**src/rtl/gate_pkg.sv**
```systemverilog
// Shared state encoding and default parameter values for the receive-gate window logic.
package gate_pkg;

  typedef enum logic [1:0] {
    GS_IDLE = 2'd0,
    GS_WAIT = 2'd1,
    GS_OPEN = 2'd2
  } gate_state_t;

  localparam int GATE_DEF_WIDTH  = 8;
  localparam int GATE_DEF_DELAY  = 3;
  localparam int GATE_DEF_WINDOW = 1;

endpackage

```
**src/rtl/gate_win_timer.sv**
```systemverilog
// Edge detect, delay/window counter and sequencing FSM for gate_window.
// Optional restart-on-rise while busy is enabled by defining GATE_WIN_RETRIG_EN.
module gate_win_timer
  import gate_pkg::*;
#(
  parameter int DELAY  = GATE_DEF_DELAY,
  parameter int WINDOW = GATE_DEF_WINDOW
) (
  input  logic clk,
  input  logic rst_n,
  input  logic priem,
  output logic win_open,
  output logic win_end,
  output logic start,
  output logic busy
);

  localparam int CNT_W = $clog2(DELAY + WINDOW + 1);
  localparam logic [CNT_W-1:0] DLY_LD = CNT_W'(DELAY - 1);
  localparam logic [CNT_W-1:0] WIN_LD = CNT_W'(WINDOW - 1);
  localparam logic [CNT_W-1:0] CNT_ZERO = {CNT_W{1'b0}};
  localparam logic [CNT_W-1:0] CNT_ONE  = CNT_W'(1);

  gate_state_t      state_q, state_d;
  logic [CNT_W-1:0] cnt_q, cnt_d;
  logic             priem_d_q;
  logic             win_open_q, win_open_d;
  logic             rise_s;
  logic             start_s;

  // Next-state, counter and window-flag computation
  always_comb begin
    rise_s     = priem & ~priem_d_q;
    state_d    = state_q;
    cnt_d      = cnt_q;
    win_open_d = win_open_q;
    start_s    = 1'b0;
    case (state_q)
      GS_IDLE: begin
        if (rise_s) begin
          state_d = GS_WAIT;
          cnt_d   = DLY_LD;
          start_s = 1'b1;
        end else begin
          cnt_d = CNT_ZERO;
        end
      end
      GS_WAIT: begin
        if (cnt_q == CNT_ZERO) begin
          state_d    = GS_OPEN;
          win_open_d = 1'b1;
          cnt_d      = WIN_LD;
        end else begin
          cnt_d = cnt_q - CNT_ONE;
        end
      end
      GS_OPEN: begin
        if (cnt_q == CNT_ZERO) begin
          state_d    = GS_IDLE;
          win_open_d = 1'b0;
        end else begin
          cnt_d = cnt_q - CNT_ONE;
        end
      end
      default: begin
        state_d    = GS_IDLE;
        cnt_d      = CNT_ZERO;
        win_open_d = 1'b0;
      end
    endcase
`ifdef GATE_WIN_RETRIG_EN
    // A fresh strobe while busy overrides whatever the case above decided
    if (rise_s && (state_q != GS_IDLE)) begin
      state_d    = GS_WAIT;
      cnt_d      = DLY_LD;
      win_open_d = 1'b0;
      start_s    = 1'b1;
    end else begin
      start_s = start_s;
    end
`endif
  end

  // State, counter, window flag and priem history registers
  always_ff @(posedge clk or negedge rst_n) begin
    if (!rst_n) begin
      state_q    <= GS_IDLE;
      cnt_q      <= CNT_ZERO;
      priem_d_q  <= 1'b0;
      win_open_q <= 1'b0;
    end else begin
      state_q    <= state_d;
      cnt_q      <= cnt_d;
      priem_d_q  <= priem;
      win_open_q <= win_open_d;
    end
  end

  assign win_open = win_open_q;
  assign win_end  = (state_q == GS_OPEN) && (cnt_q == CNT_ZERO);
  assign start    = start_s;
  assign busy     = (state_q != GS_IDLE);

endmodule

```
**src/rtl/gate_window.sv**
```systemverilog
// Receive gate: after a priem rise and a programmable delay, captures the first qualified word
// inside the sampling window. Build option GATE_WIN_RETRIG_EN lets a rise while busy restart.
module gate_window
  import gate_pkg::*;
#(
  parameter int WIDTH  = GATE_DEF_WIDTH,
  parameter int DELAY  = GATE_DEF_DELAY,
  parameter int WINDOW = GATE_DEF_WINDOW
) (
  input  logic             clk,
  input  logic             rst_n,
  input  logic             priem,
  input  logic             sig,
  input  logic [WIDTH-1:0] inp,
  output logic [WIDTH-1:0] res,
  output logic             res_valid,
  output logic             right_cursor,
  output logic             win_open,
  output logic             busy,
  output logic             miss
);

  logic             win_open_s, win_end_s, start_s, busy_s;
  logic             cap_s;
  logic             hit_q, hit_d;
  logic [WIDTH-1:0] res_q, res_d;
  logic             res_valid_q, res_valid_d;
  logic             miss_q, miss_d;

  gate_win_timer #(
    .DELAY  (DELAY),
    .WINDOW (WINDOW)
  ) u_timer (
    .clk      (clk),
    .rst_n    (rst_n),
    .priem    (priem),
    .win_open (win_open_s),
    .win_end  (win_end_s),
    .start    (start_s),
    .busy     (busy_s)
  );

  // Capture, hit tracking and miss detection; a capture on the closing edge suppresses miss
  always_comb begin
    cap_s       = win_open_s & sig & ~hit_q;
    hit_d       = hit_q;
    res_d       = res_q;
    res_valid_d = 1'b0;
    miss_d      = 1'b0;
    if (cap_s) begin
      res_d       = inp;
      res_valid_d = 1'b1;
      hit_d       = 1'b1;
    end else begin
      res_d = res_q;
    end
    if (start_s) begin
      hit_d = 1'b0;
    end else begin
      hit_d = hit_d;
    end
    if (win_end_s && !hit_q && !cap_s && !start_s) begin
      miss_d = 1'b1;
    end else begin
      miss_d = 1'b0;
    end
  end

  // Output and hit registers
  always_ff @(posedge clk or negedge rst_n) begin
    if (!rst_n) begin
      hit_q       <= 1'b0;
      res_q       <= {WIDTH{1'b0}};
      res_valid_q <= 1'b0;
      miss_q      <= 1'b0;
    end else begin
      hit_q       <= hit_d;
      res_q       <= res_d;
      res_valid_q <= res_valid_d;
      miss_q      <= miss_d;
    end
  end

  assign res          = res_q;
  assign res_valid    = res_valid_q;
  assign miss         = miss_q;
  assign win_open     = win_open_s;
  assign busy         = busy_s;
  assign right_cursor = win_open_s & sig;

endmodule

```
**config.mk**
```make
export PLATFORM = sky130hd
export DESIGN_NAME = gate_window
export DESIGN_NICKNAME = d
export VERILOG_FILES = /design/src/rtl/gate_pkg.sv /design/src/rtl/gate_win_timer.sv /design/src/rtl/gate_window.sv
export SDC_FILE = /design/constraint.sdc
export NUM_CORES = 1
export LEC_CHECK = 0
export CAP_MARGIN = 25
export CORE_MARGIN = 10
export CORE_UTILIZATION = 35
export DETAILED_ROUTE_END_ITERATION = 12
export GPL_TIMING_DRIVEN = 0
export PLACE_DENSITY = 0.68
export SLEW_MARGIN = 15
export SYNTH_ARGS = -nofsm -noshare
export SYNTH_HDL_FRONTEND = slang
export SYNTH_SLANG_ARGS = --single-unit
```
**constraint.sdc**
```tcl
create_clock -name clk -period 1.2 [get_ports clk]
set_input_delay 0.24 -clock clk [delete_from_list [all_inputs] [get_ports clk]]
set_output_delay 0.24 -clock clk [all_outputs]
set_load 0.01 [all_outputs]
```
After elaboration in Yosys (flattened, before gate mapping)
Cells that the tools add are included.
- output and inout port bits: 13
- register bits: 18
- mux-type cells: 17
- bitwise operators: 6
- reduce and logical (&&, ||, !) cells: 13
- add/sub/neg operators: 1
- eq/ne operators: 6
- operators by type and width (operator ; number):
    $pmux W3 S3 ; 1
    $mux W1 ; 8
    $mux W2 ; 4
    $mux W3 ; 2
    $ne A2 B1 Y1 const B ; 3
    $pmux W2 S3 ; 1
    $reduce_and A3 Y1 ; 2
    $logic_and A1 B1 Y1 ; 4
    $reduce_bool A2 Y1 ; 2
    $and A1 B1 Y1 ; 3
    $logic_not A1 Y1 ; 3
    $logic_not A3 Y1 ; 1
    $not A1 Y1 ; 3
    $pmux W1 S3 ; 1
    $sub A3 B1 Y3 const B ; 1
    $eq A2 B1 Y1 const B ; 1
    $eq A2 B2 Y1 const B ; 1
    $logic_not A2 Y1 ; 1
    $ne A2 B2 Y1 const B ; 1

Logic depth before layout (Yosys ltp)
Gate-level depths: netlist of the first run.
- depth after elaboration: 7
- mapped depth: 5
- gate-level depth less buffers: 5

Cells and area by module
From an unflattened synthesis of the first run, not the netlist that was laid out.
- cell total of the unflattened synthesis: 62
- area, all modules: 824.5 um2
- by module, submodules not included (module ; times used ; cells each ; sequential area each (um2) ; area each (um2)):
    gate_window ; 1 ; 25 ; 275.3 ; 414.1
    gate_win_timer ; 1 ; 37 ; 175.2 ; 410.4

Least setup slack after synthesis of the first run
OpenSTA, ideal clock, no wires.
- path kind: reg-to-reg
- from: reg u_timer.cnt_q[0]
- to: reg u_timer.cnt_q[1]
- data required time: 1.077 ns
- arrival time: 1.155 ns
- clock period less this slack: 1.277 ns
- setup slack: -0.077 ns
- cell stages (with the launch flop): 6
- path through: dfrtp_1 > inv_1 > ha_1 > nor2b_1 > nand2_1 > o221a_2
- longest elaborated chain between the ends: 3
- elaborated cells on any way between the ends: 6
- ends and longest elaborated chain (element ; line ; text):
    start: declaration ; gate_win_timer.sv:25 ; logic [CNT_W-1:0] cnt_q, cnt_d;
    start signal: assignment ; gate_win_timer.sv:93 ; cnt_q <= cnt_d;
    $sub A3 B1 Y3 or $logic_not A3 Y1 (tied branches) ; - ;
    $mux W3 (on tied branches) ; gate_win_timer.sv:58, gate_win_timer.sv:49 ;
    $pmux W3 S3 ; gate_win_timer.sv:38 ; case (state_q)
Several ways; a longest one is shown, not always the timed one. The select of a mux whose other input is x is not followed.
A chain may end at the register's enable or synchronous reset.

Worst setup path in the final report of the first run
- from: reg u_timer.state_q[1]
- to: out busy
- longest elaborated chain between the ends: 1
- ends and longest elaborated chain (element ; line ; text):
    start: declaration ; gate_win_timer.sv:24 ; gate_state_t state_q, state_d;
    start signal: assignment ; gate_win_timer.sv:92 ; state_q <= state_d;
    $reduce_bool A2 Y1 ; gate_win_timer.sv:102 ; assign busy = (state_q != GS_IDLE);
    end: declaration ; gate_window.sv:19 ; output logic busy,
No other way between the ends.

==> results of run 1 <==
==> where the power goes <==
group	leakage, nW	internal (mW)	total [mW]	switching, mW
registers	0.219	0.853	1.02	0.166
logic	0.368	1.01	1.70	0.697
clock network	0.0138	0.116	0.283	0.166
==> through the flow <==
stage                     setup TNS, ns  std cells
after floorplan                -0.05290         66
after global placement           -4.823        118
after global routing            -0.5284        130
after CTS                       -0.2693        128
final                           -0.2563        130
after detailed placement         -4.363        118
==> sequential cells by signal, summed over array words and instances, names as in the netlist <==
| register | count |
|---|---|
| u_timer.cnt_q | 3 |
| u_timer.priem_d_q | 1 |
| hit_q | 1 |
| u_timer.state_q | 2 |
| res_valid | 1 |
| miss | 1 |
| u_timer.win_open | 1 |
| res | 8 |
==> Yosys cell counts <==
master and count:
dfrtp_1 18, mux2_4 8, a21oi_1 4, inv_1 4, ha_1 3, nand2b_1 3, buf_2 2, nand2_1 2
nand3b_1 2, nor2b_1 2, nor3b_1 2, o21ai_0 2, and2_4 1, buf_6 1, mux2i_1 1, nand2b_4 1
nand4b_1 1, nor2_1 1, nor3_1 1, o21a_1 1, o221a_2 1, o22ai_1 1, o311ai_0 1, o32a_1 1
or2_1 1, xor2_1 1
==> worst paths after layout <==
path,cells past startpoint,end,slack [ns]
setup / recovery,3,busy,-0.19
hold / removal,1,res[3]$_DFFE_PN0P_,0.40
setup reg to reg,5,u_timer.cnt_q[1]$_DFFE_PN0P_,-0.05
hold reg to reg,1,miss$_DFF_PN0_,0.48
max in group asynchronous,1,u_timer.priem_d_q$_DFF_PN0_,0.32
min in group clk,1,u_timer.priem_d_q$_DFF_PN0_,0.44
==> metal layers <==
metal / vias up / share of wire / global-route usage
li1: 302 / - / -
met1: 300 / 0.51 / 0.1007
met2: 22 / 0.45 / 0.1190
met3: 0 / 0.046 / 0.02710
met4: 0 / 0 / 0.02661
met5: - / 0 / 0
==> cells by family (layout without fill, tap and decap cells) <==
family,count (synthesis),in the layout
AOI/OAI and AO/OA,11,11
DFF,18,18
and+or+nand+nor,17,17
adders and majority gates,3,3
xor gates and xnor gates,1,1
buffers and inverters,7,43
muxes,9,9
==> final cells by class <==
class / instances / area [µm²] / area share
inverters: 4 / 15.01 / 0.01196
clock buffers: 3 / 22.52 / 0.01795
well taps: 28 / 35.03 / 0.02792
plain buffers: 2 / 16.27 / 0.01296
repair buffers: 34 / 297.8 / 0.2373
multi-input cells: 41 / 417.9 / 0.3330
flip-flops and latches: 18 / 450.4 / 0.3589
==> placed cells by master (no fill, tap or decap) <==
master            n
dfrtp_1          18
clkdlybuf4s50_1  11
buf_4             9
mux2_4            8
buf_6             5
clkdlybuf4s15_1   5
clkbuf_2          5
clkbuf_4          3
inv_2             2
nand2b_4          2
inv_1             2
nand3b_1          2
nand2_1           2
o21ai_0           2
a21oi_2           2
nor3b_1           2
a21oi_1           2
ha_1              2
or2_4             1
and2_4            1
buf_2             1
nor2b_4           1
nor3_2            1
nand4b_1          1
o311ai_1          1
mux2i_1           1
o221a_2           1
nand2b_2          1
xor2_2            1
nor2_1            1
o32a_1            1
nor2b_1           1
o21a_1            1
nand2b_1          1
o22ai_1           1
ha_4              1
==> repair_timing <==
item	in CTS	in global routing
setup endpoints to repair	23	23
pin swaps	1	3
setup buffers	7	3
resized for setup	33	14
gates cloned	0	0
==> results.json, run 1 <==
{
  "status": "complete, but fails checks",
  "violations": "setup timing",
  "overflow": 0,
  "critical_path.endpoint_type": "primary output",
  "core-area_um2": 2276,
  "path_max_fanout": 2,
  "ctsHoldBuffers": 0,
  "design.die.area_um2": 4808,
  "drt_first_pass_iters": 4,
  "grt_max_degree": 19,
  "antenna_found_initial": 0,
  "grtUsageTotal": 0.07873,
  "nNetsFinal": 119,
  "h-tree-depth": 1,
  "crit_family": "flip-flops",
  "numClockSinks": 18,
  "cap_violations": 0,
  "layout_setup_ws_ns": -0.1915,
  "synth_top_family_by_area": "multiplexers",
  "yosysSeqAreaShare": 0.5286,
  "totalWireLength_um": 1857,
  "drive_above_1_share": 0.4412,
  "synth_area_leader_cell": "dfrtp_1",
  "synth_area_leaders": "dfrtp_1 53%, mux2_4 14%, ha_1 4.4%",
  "p_leak_nw": 0.6013,
  "area_growth_pct": 47.28,
  "synthAdderAreaFrac": 0.04405,
  "die-width_um": 69.34,
  "cp-start-kind": "flop",
  "tightest_slew_ns": 0.7690,
  "clock_latency_ns": 0.28,
  "synthXorXnorAreaFrac": 0.01028,
  "yosysWarnings": 0,
  "grt_pass1_vias": 669,
  "slowest_delay_ns": 0.40,
  "cts-buffers-inserted": 3,
  "drtIter0Drc": 46,
  "arrival_ns": 1.15,
  "max_slew_margin": 0.4857,
  "critPathRequiredTime_ns": 0.96,
  "drc_errors": 0,
  "drv_slew": 0,
  "vias": 624,
  "pre_cts_ws_ns": -0.4664,
  "p_per_area_nw_per_um2": 2394,
  "setup_violations": 3,
  "grt_pass1_wl_um": 3201,
  "synth-simple-area-share": 0.1351,
  "wire_per_inst_um": 14.28,
  "synth_top_area_frac": 0.5286,
  "utilization": 0.5514,
  "viasPerCell": 4.800,
  "place_area_um2": 1164,
  "holdWs_ns": 0.4000,
  "antenna_cells": 0,
  "path_class": "flop to primary output",
  "hold_path_class": "input pin to async pin",
  "cts_tree": "done",
  "dpl.hpwl_um": 1354,
  "cts-root-buf": "clkbuf_4",
  "fill_cells": 199,
  "synth_cell_type_count": 26,
  "syn_area_um2": 852.1,
  "grt_setup_unrepaired": "yes",
  "peakVddDrop_mv": 1.169,
  "ioPinCount": 25,
  "timing.final.crit_period_ns": 1.392,
  "synth-seq-cells": 18,
  "ant_nets": 0,
  "p_total_mw": 3.004,
  "muxShareOfSynthArea": 0.1527,
  "clockBufferDepth": 2,
  "skew_ns": 0.004544,
  "place_congestion": 0.8140,
  "synth-compound-area-share": 0.08664,
  "crit_buf_inv": 2,
  "initial_utilization": 0.3744,
  "finalHoldViolCount": 0,
  "syn_nets": 81,
  "fin_area_um2": 1255,
  "fmax_mhz": 718.6,
  "synthCells": 66,
  "fin_crit_sh": 1.160,
  "slowest_stage": "dfrtp_1",
  "postSynthAreaPerCell_um2": 12.91,
  "reg2reg_from": "u_timer.cnt_q[0]$_DFFE_PN0P_",
  "io_buffers": 24,
  "cts.clk_slew.worst_paths_ns": 0.09,
  "die_h_um": 69.34,
  "startpoint": "u_timer.state_q[1]$_DFFE_PN0P_",
  "crit_top_cell": "buf_6",
  "fp-row-count": 17,
  "path_cells": "buf_6 -> or2_4 -> buf_6"
}
No activity file was read; power rests on OpenSTA's default activity.
==> inputs of run 2 (changes only) <==
CORE_UTILIZATION = 41   (was 35)
PLACE_DENSITY = 0.77   (was 0.68)
==> results.json, run 2 (synthesis gave the netlist of run 1 again) <==
{
  "nNetsFinal": 116,
  "fill_cells": 173,
  "io_buffers": 24,
  "cts-buffers-inserted": 3,
  "final_common_cell": "dfrtp_1",
  "p_total_mw": 3.038,
  "max_slew_margin": 0.4612,
  "mostFrequentLayoutCells": "18 x dfrtp_1, 11 x clkdlybuf4s50_1, 8 x mux2_4, 6 x clkbuf_2, 6 x buf_4",
  "violations": "setup timing",
  "critPathRequiredTime_ns": 0.96,
  "core-area_um2": 1962,
  "peakVddDrop_mv": 1.745,
  "path_max_fanout": 3,
  "p_per_area_nw_per_um2": 2485,
  "wl_met3_um": 87,
  "tns_ns": -0.2262,
  "dpl.hpwl_um": 1520,
  "area_growth_pct": 43.47,
  "arrival_ns": 1.08,
  "h-tree-depth": 1,
  "tightest_slew_ns": 0.8056,
  "ctsHoldBuffers": 0,
  "layout_setup_ws_ns": -0.1210,
  "r2r_slack_ns": -0.05,
  "status": "complete, but fails checks",
  "antenna_cells": 0,
  "timing.final.crit_period_ns": 1.321,
  "grt_setup_unrepaired": "yes",
  "clockBufferDepth": 2,
  "wire_per_inst_um": 16.28,
  "overflow": 0,
  "critical_path.endpoint_type": "primary output",
  "reg2reg_depth": 5,
  "antenna_found_initial": 0,
  "skew_ns": 0.008142,
  "ioPinCount": 25,
  "initial_utilization": 0.4343,
  "totalWireLength_um": 2067,
  "fin_crit_sh": 1.101,
  "crit_buf_inv": 1,
  "crit_family": "flip-flops",
  "vias": 619,
  "grt_max_degree": 19,
  "grt_pass1_wl_um": 3298,
  "path_cells": "or2_4 -> buf_6",
  "die_h_um": 65.59,
  "hold_path_class": "input pin to async pin",
  "place_congestion": 0.7011,
  "cts-root-buf": "clkbuf_4",
  "slowest_stage": "dfrtp_1",
  "drive_above_1_share": 0.4300,
  "p_leak_nw": 0.5875,
  "clock_latency_ns": 0.29,
  "startpoint": "u_timer.state_q[1]$_DFFE_PN0P_",
  "drt_first_pass_iters": 3,
  "slowest_delay_ns": 0.42,
  "cp-start-kind": "flop",
  "largest_register_ffs": 8,
  "viasPerCell": 4.874,
  "die-width_um": 65.59,
  "numClockSinks": 18,
  "cts_tree": "done",
  "grtUsageTotal": 0.09805,
  "fp-row-count": 16,
  "cap_violations": 0,
  "design.die.area_um2": 4301,
  "setup_violations": 3,
  "drtIter0Drc": 9,
  "drv_slew": 0,
  "ant_nets": 0,
  "finalHoldViolCount": 0,
  "wl_met1_um": 839,
  "cts.clk_slew.worst_paths_ns": 0.10,
  "grt_pass1_vias": 679,
  "fmax_mhz": 757.0,
  "reg2reg_from": "u_timer.cnt_q[0]$_DFFE_PN0P_",
  "top_layer": "met4",
  "utilization": 0.6231,
  "pre_cts_ws_ns": -0.4861,
  "path_class": "flop to primary output",
  "wl_met2_um": 1119,
  "drc_errors": 0,
  "rr_endpoint": "u_timer.cnt_q[1]$_DFFE_PN0P_"
}
run 2: cell count changes in the layout (fill, tap and decap cells not counted), sizes merged:
cell,previous run,this run
buf,15,11
clkbuf,8,10
clkdlybuf4s15,5,4
nand2b,4,5
run 2: report_power, final:
part	internal, mW	total [mW]	switching [mW]
Clock	0.185	0.366	0.181
Combinational	0.941	1.64	0.699
Sequential	0.853	1.03	0.179
run 2: routing by layer:
metal | up-vias | global-route usage
met5 | - | 0
met3 | 2 | 0.03390
met2 | 14 | 0.1817
met1 | 305 | 0.1028
li1 | 298 | -
met4 | 0 | 0.02406
run 2: what timing repair did:
action                     4_1_cts  5_1_grt
gates cloned                     0        1
buffers inserted                 6        1
setup endpoints to repair       20       25
pin swaps                        1        3
resized for setup               34       14
run 2: worst register-to-register path, cell delays in order (launching register included):
cell	delay, ns
dfrtp_1	0.42
inv_2	0.09
ha_4	0.15
nor2b_4	0.17
nand2_1	0.07
o221a_2	0.26
run 2: metrics by stage:
step / hold slack, ns / cells / area [µm²]
floorplan: -0.05559 / 66 / 888.4
global route: 0.4171 / 127 / 1222
detailed placement: 0.4745 / 117 / 1162
CTS: 0.4106 / 126 / 1235
finish: 0.3996 / 127 / 1222
global placement: 0.4685 / 117 / 1162
run 2: how the worst max path moves through the flow:
stage                    endpoint  slack [ns]  depth (start not counted)
3_3_place_gp         right_cursor       -0.47                          3
4_1_cts                      busy       -0.21                          3
6_report                     busy       -0.12                          2
5_1_grt                      busy       -0.17                          2
2_1_floorplan  res[0]$_DFFE_PN0P_      -0.006                          4
3_5_place_dp         right_cursor       -0.49                          3
run 2: layout make-up:
type	count	area (µm²)	area share
plain buffers	1	5.005	0.004094
clock buffers	4	36.28	0.02968
inverters	4	15.01	0.01228
multi-input cells	42	416.7	0.3408
flip-flops and latches	18	450.4	0.3685
well taps	27	33.78	0.02764
repair buffers	31	265.3	0.2170
==> inputs of run 3 (changes only) <==
--- a/config.mk
+++ b/config.mk
@@ -8,8 +8,8 @@
 export CAP_MARGIN = 25
 export CORE_MARGIN = 10
-export CORE_UTILIZATION = 41
+export CORE_UTILIZATION = 49
 export DETAILED_ROUTE_END_ITERATION = 12
 export GPL_TIMING_DRIVEN = 0
-export PLACE_DENSITY = 0.77
+export PLACE_DENSITY = 0.85
 export SLEW_MARGIN = 15
 export SYNTH_ARGS = -nofsm -noshare
==> constraint.sdc (replaced) <==
create_clock -name clk -period 1.7 [get_ports clk]
set_input_delay 0.34 -clock clk [delete_from_list [all_inputs] [get_ports clk]]
set_output_delay 0.34 -clock clk [all_outputs]
set_load 0.005 [all_outputs]
==> results.json, run 3 (synthesis gave the netlist of run 1 again) <==
{
  "ioPinCount": 25,
  "fin_cells": 112,
  "totalWireLength_um": 1802,
  "p_leak_nw": 0.5477,
  "drt_first_pass_iters": 4,
  "p_per_area_nw_per_um2": 1665,
  "fill_cells": 119,
  "switching_share": 0.3134,
  "design.die.area_um2": 3807,
  "worstHoldPathCells": 1,
  "p_int_mw": 1.329,
  "antenna_cells": 0,
  "initial_utilization": 0.5044,
  "r2r_slack_ns": 0.28,
  "ant_nets": 0,
  "io_buffers": 24,
  "timing.final.crit_period_ns": 1.639,
  "finalHoldViolCount": 0,
  "pre_cts_ws_ns": -0.1225,
  "clockBufferDepth": 2,
  "layout_setup_ws_ns": 0.06065,
  "grt_max_degree": 19,
  "wire_per_inst_um": 16.09,
  "grt_setup_unrepaired": "no",
  "p_clk_frac": 0.133,
  "place_congestion": 0.8039,
  "path_class": "flop to primary output",
  "nNetsFinal": 111,
  "drv_slew": 0,
  "final_common_cell": "clkdlybuf4s50_1",
  "slowest_delay_ns": 0.42,
  "cts.clk_slew.worst_paths_ns": 0.10,
  "arrival_ns": 1.30,
  "p_comb_frac": 0.493,
  "tightest_slew_ns": 0.7831,
  "viasPerCell": 5.402,
  "grtUsageTotal": 0.09945,
  "fmax_mhz": 610.0,
  "p_total_mw": 1.935,
  "setup_violations": 0,
  "min_from": "hit_q$_DFFE_PN0P_",
  "drive_above_1_share": 0.2000,
  "p_sw_uw": 606.5,
  "hold_path_end": "miss$_DFF_PN0_",
  "critPathRequiredTime_ns": 1.36,
  "path_max_fanout": 10,
  "slowest_stage": "dfrtp_1",
  "core-area_um2": 1689,
  "antenna_found_initial": 0,
  "area_growth_pct": 36.42,
  "max_slew_margin": 0.4763,
  "vias": 605,
  "die_h_um": 61.70,
  "reg2reg_depth": 5,
  "status": "finished, final reports clean",
  "peakVddDrop_mv": 0.8830,
  "cap_violations": 0,
  "h-tree-depth": 1,
  "seq_power_share": 0.375,
  "grt_pass1_wl_um": 2822,
  "rr_endpoint": "u_timer.cnt_q[1]$_DFFE_PN0P_",
  "die-width_um": 61.70,
  "cts-root-buf": "clkbuf_4",
  "cp-start-kind": "flop",
  "overflow": 0,
  "fin_crit_sh": 0.9643,
  "drc_errors": 0,
  "clock_latency_ns": 0.28,
  "largest_register_ffs": 8,
  "critical_path.endpoint_type": "primary output",
  "cts_tree": "done",
  "numClockSinks": 18,
  "cts-buffers-inserted": 3,
  "dpl.hpwl_um": 1348,
  "skew_ns": 0.005045,
  "reg2reg_from": "u_timer.cnt_q[0]$_DFFE_PN0P_",
  "fp-row-count": 15,
  "drtIter0Drc": 4,
  "mostFrequentLayoutCells": "22 x clkdlybuf4s50_1, 18 x dfrtp_1, 8 x mux2_4, 4 x inv_1, 4 x a21oi_1",
  "path_cells": "buf_6 -> or2_1 -> clkdlybuf4s15_1",
  "hold_path_class": "flop to flop",
  "dp_cells": 107,
  "grt_pass1_vias": 600
}
[run 3: cell types whose count changed in the layout (fill, tap and decap cells not counted), sizes merged]
cell           delta
clkbuf            -6
nand2b            -1
dlygate4sd2       +1
buf               -7
clkdlybuf4s15     -3
clkdlybuf4s50    +11
[run 3: how the worst max path moves through the flow]
stage | start | end | slack, ns
2_1_floorplan | u_timer.cnt_q[0]$_DFFE_PN0P_ | u_timer.cnt_q[1]$_DFFE_PN0P_ | 0.42
3_3_place_gp | sig | right_cursor | -0.11
3_5_place_dp | sig | right_cursor | -0.12
4_1_cts | u_timer.state_q[1]$_DFFE_PN0P_ | busy | 0.01
5_1_grt | u_timer.state_q[1]$_DFFE_PN0P_ | busy | 0.005
6_report | u_timer.state_q[1]$_DFFE_PN0P_ | busy | 0.06
[run 3: cell type report]
type | instances | area (µm²) | share of cell area
timing repair buffer | 25 | 246.5 | 0.2121
buffer | 3 | 27.53 | 0.02368
inverter | 4 | 15.01 | 0.01292
clock buffer | 4 | 36.28 | 0.03122
sequential | 18 | 450.4 | 0.3875
multi-input combinational | 41 | 365.4 | 0.3143
tap | 17 | 21.27 | 0.01830
[run 3: what timing repair did]
item | in CTS | in global routing
gates cloned | 0 | 0
resized for setup | 4 | 1
buffers inserted | 0 | 1
hold buffers | 0 | 0
setup endpoints to repair | 2 | 1
[run 3: metal layers]
metal  track usage  vias up  part of all wire
li1              -      287                 -
met1        0.1181      301              0.39
met2        0.1552       13              0.55
met3       0.02846        4             0.035
met4       0.06051        0             0.021
met5             0        -                 0
[run 3: power groups by stage]
stage	combinational, mW	sequential [mW]	clock, mW
after floorplan	0.548	0.719	0
after global placement	0.931	0.717	0
after detailed placement	0.956	0.726	0
after CTS	0.955	0.721	0.264
after global routing	1.05	0.749	0.287
final	0.953	0.725	0.257
[run 3: worst max-delay path, delay by kind of cell, from the launching register on]
| kind | cells | cell delay [ns] |
|---|---|---|
| buf+inv | 2 | 0.36 |
| simple gates | 1 | 0.23 |
| flops | 1 | 0.42 |
[run 3: per-stage QoR]
stage	cell area, µm²	util	hold slack (ns)	setup TNS [ns]
after floorplan	852.1	-	0.04441	0
after detailed placement	1114	0.6593	0.4557	-0.1225
after CTS	1154	0.6830	0.4709	0
after global routing	1162	0.6881	0.5019	0
after global placement	1114	0.6593	0.4597	-0.1075
final	1162	0.6881	0.4793	0
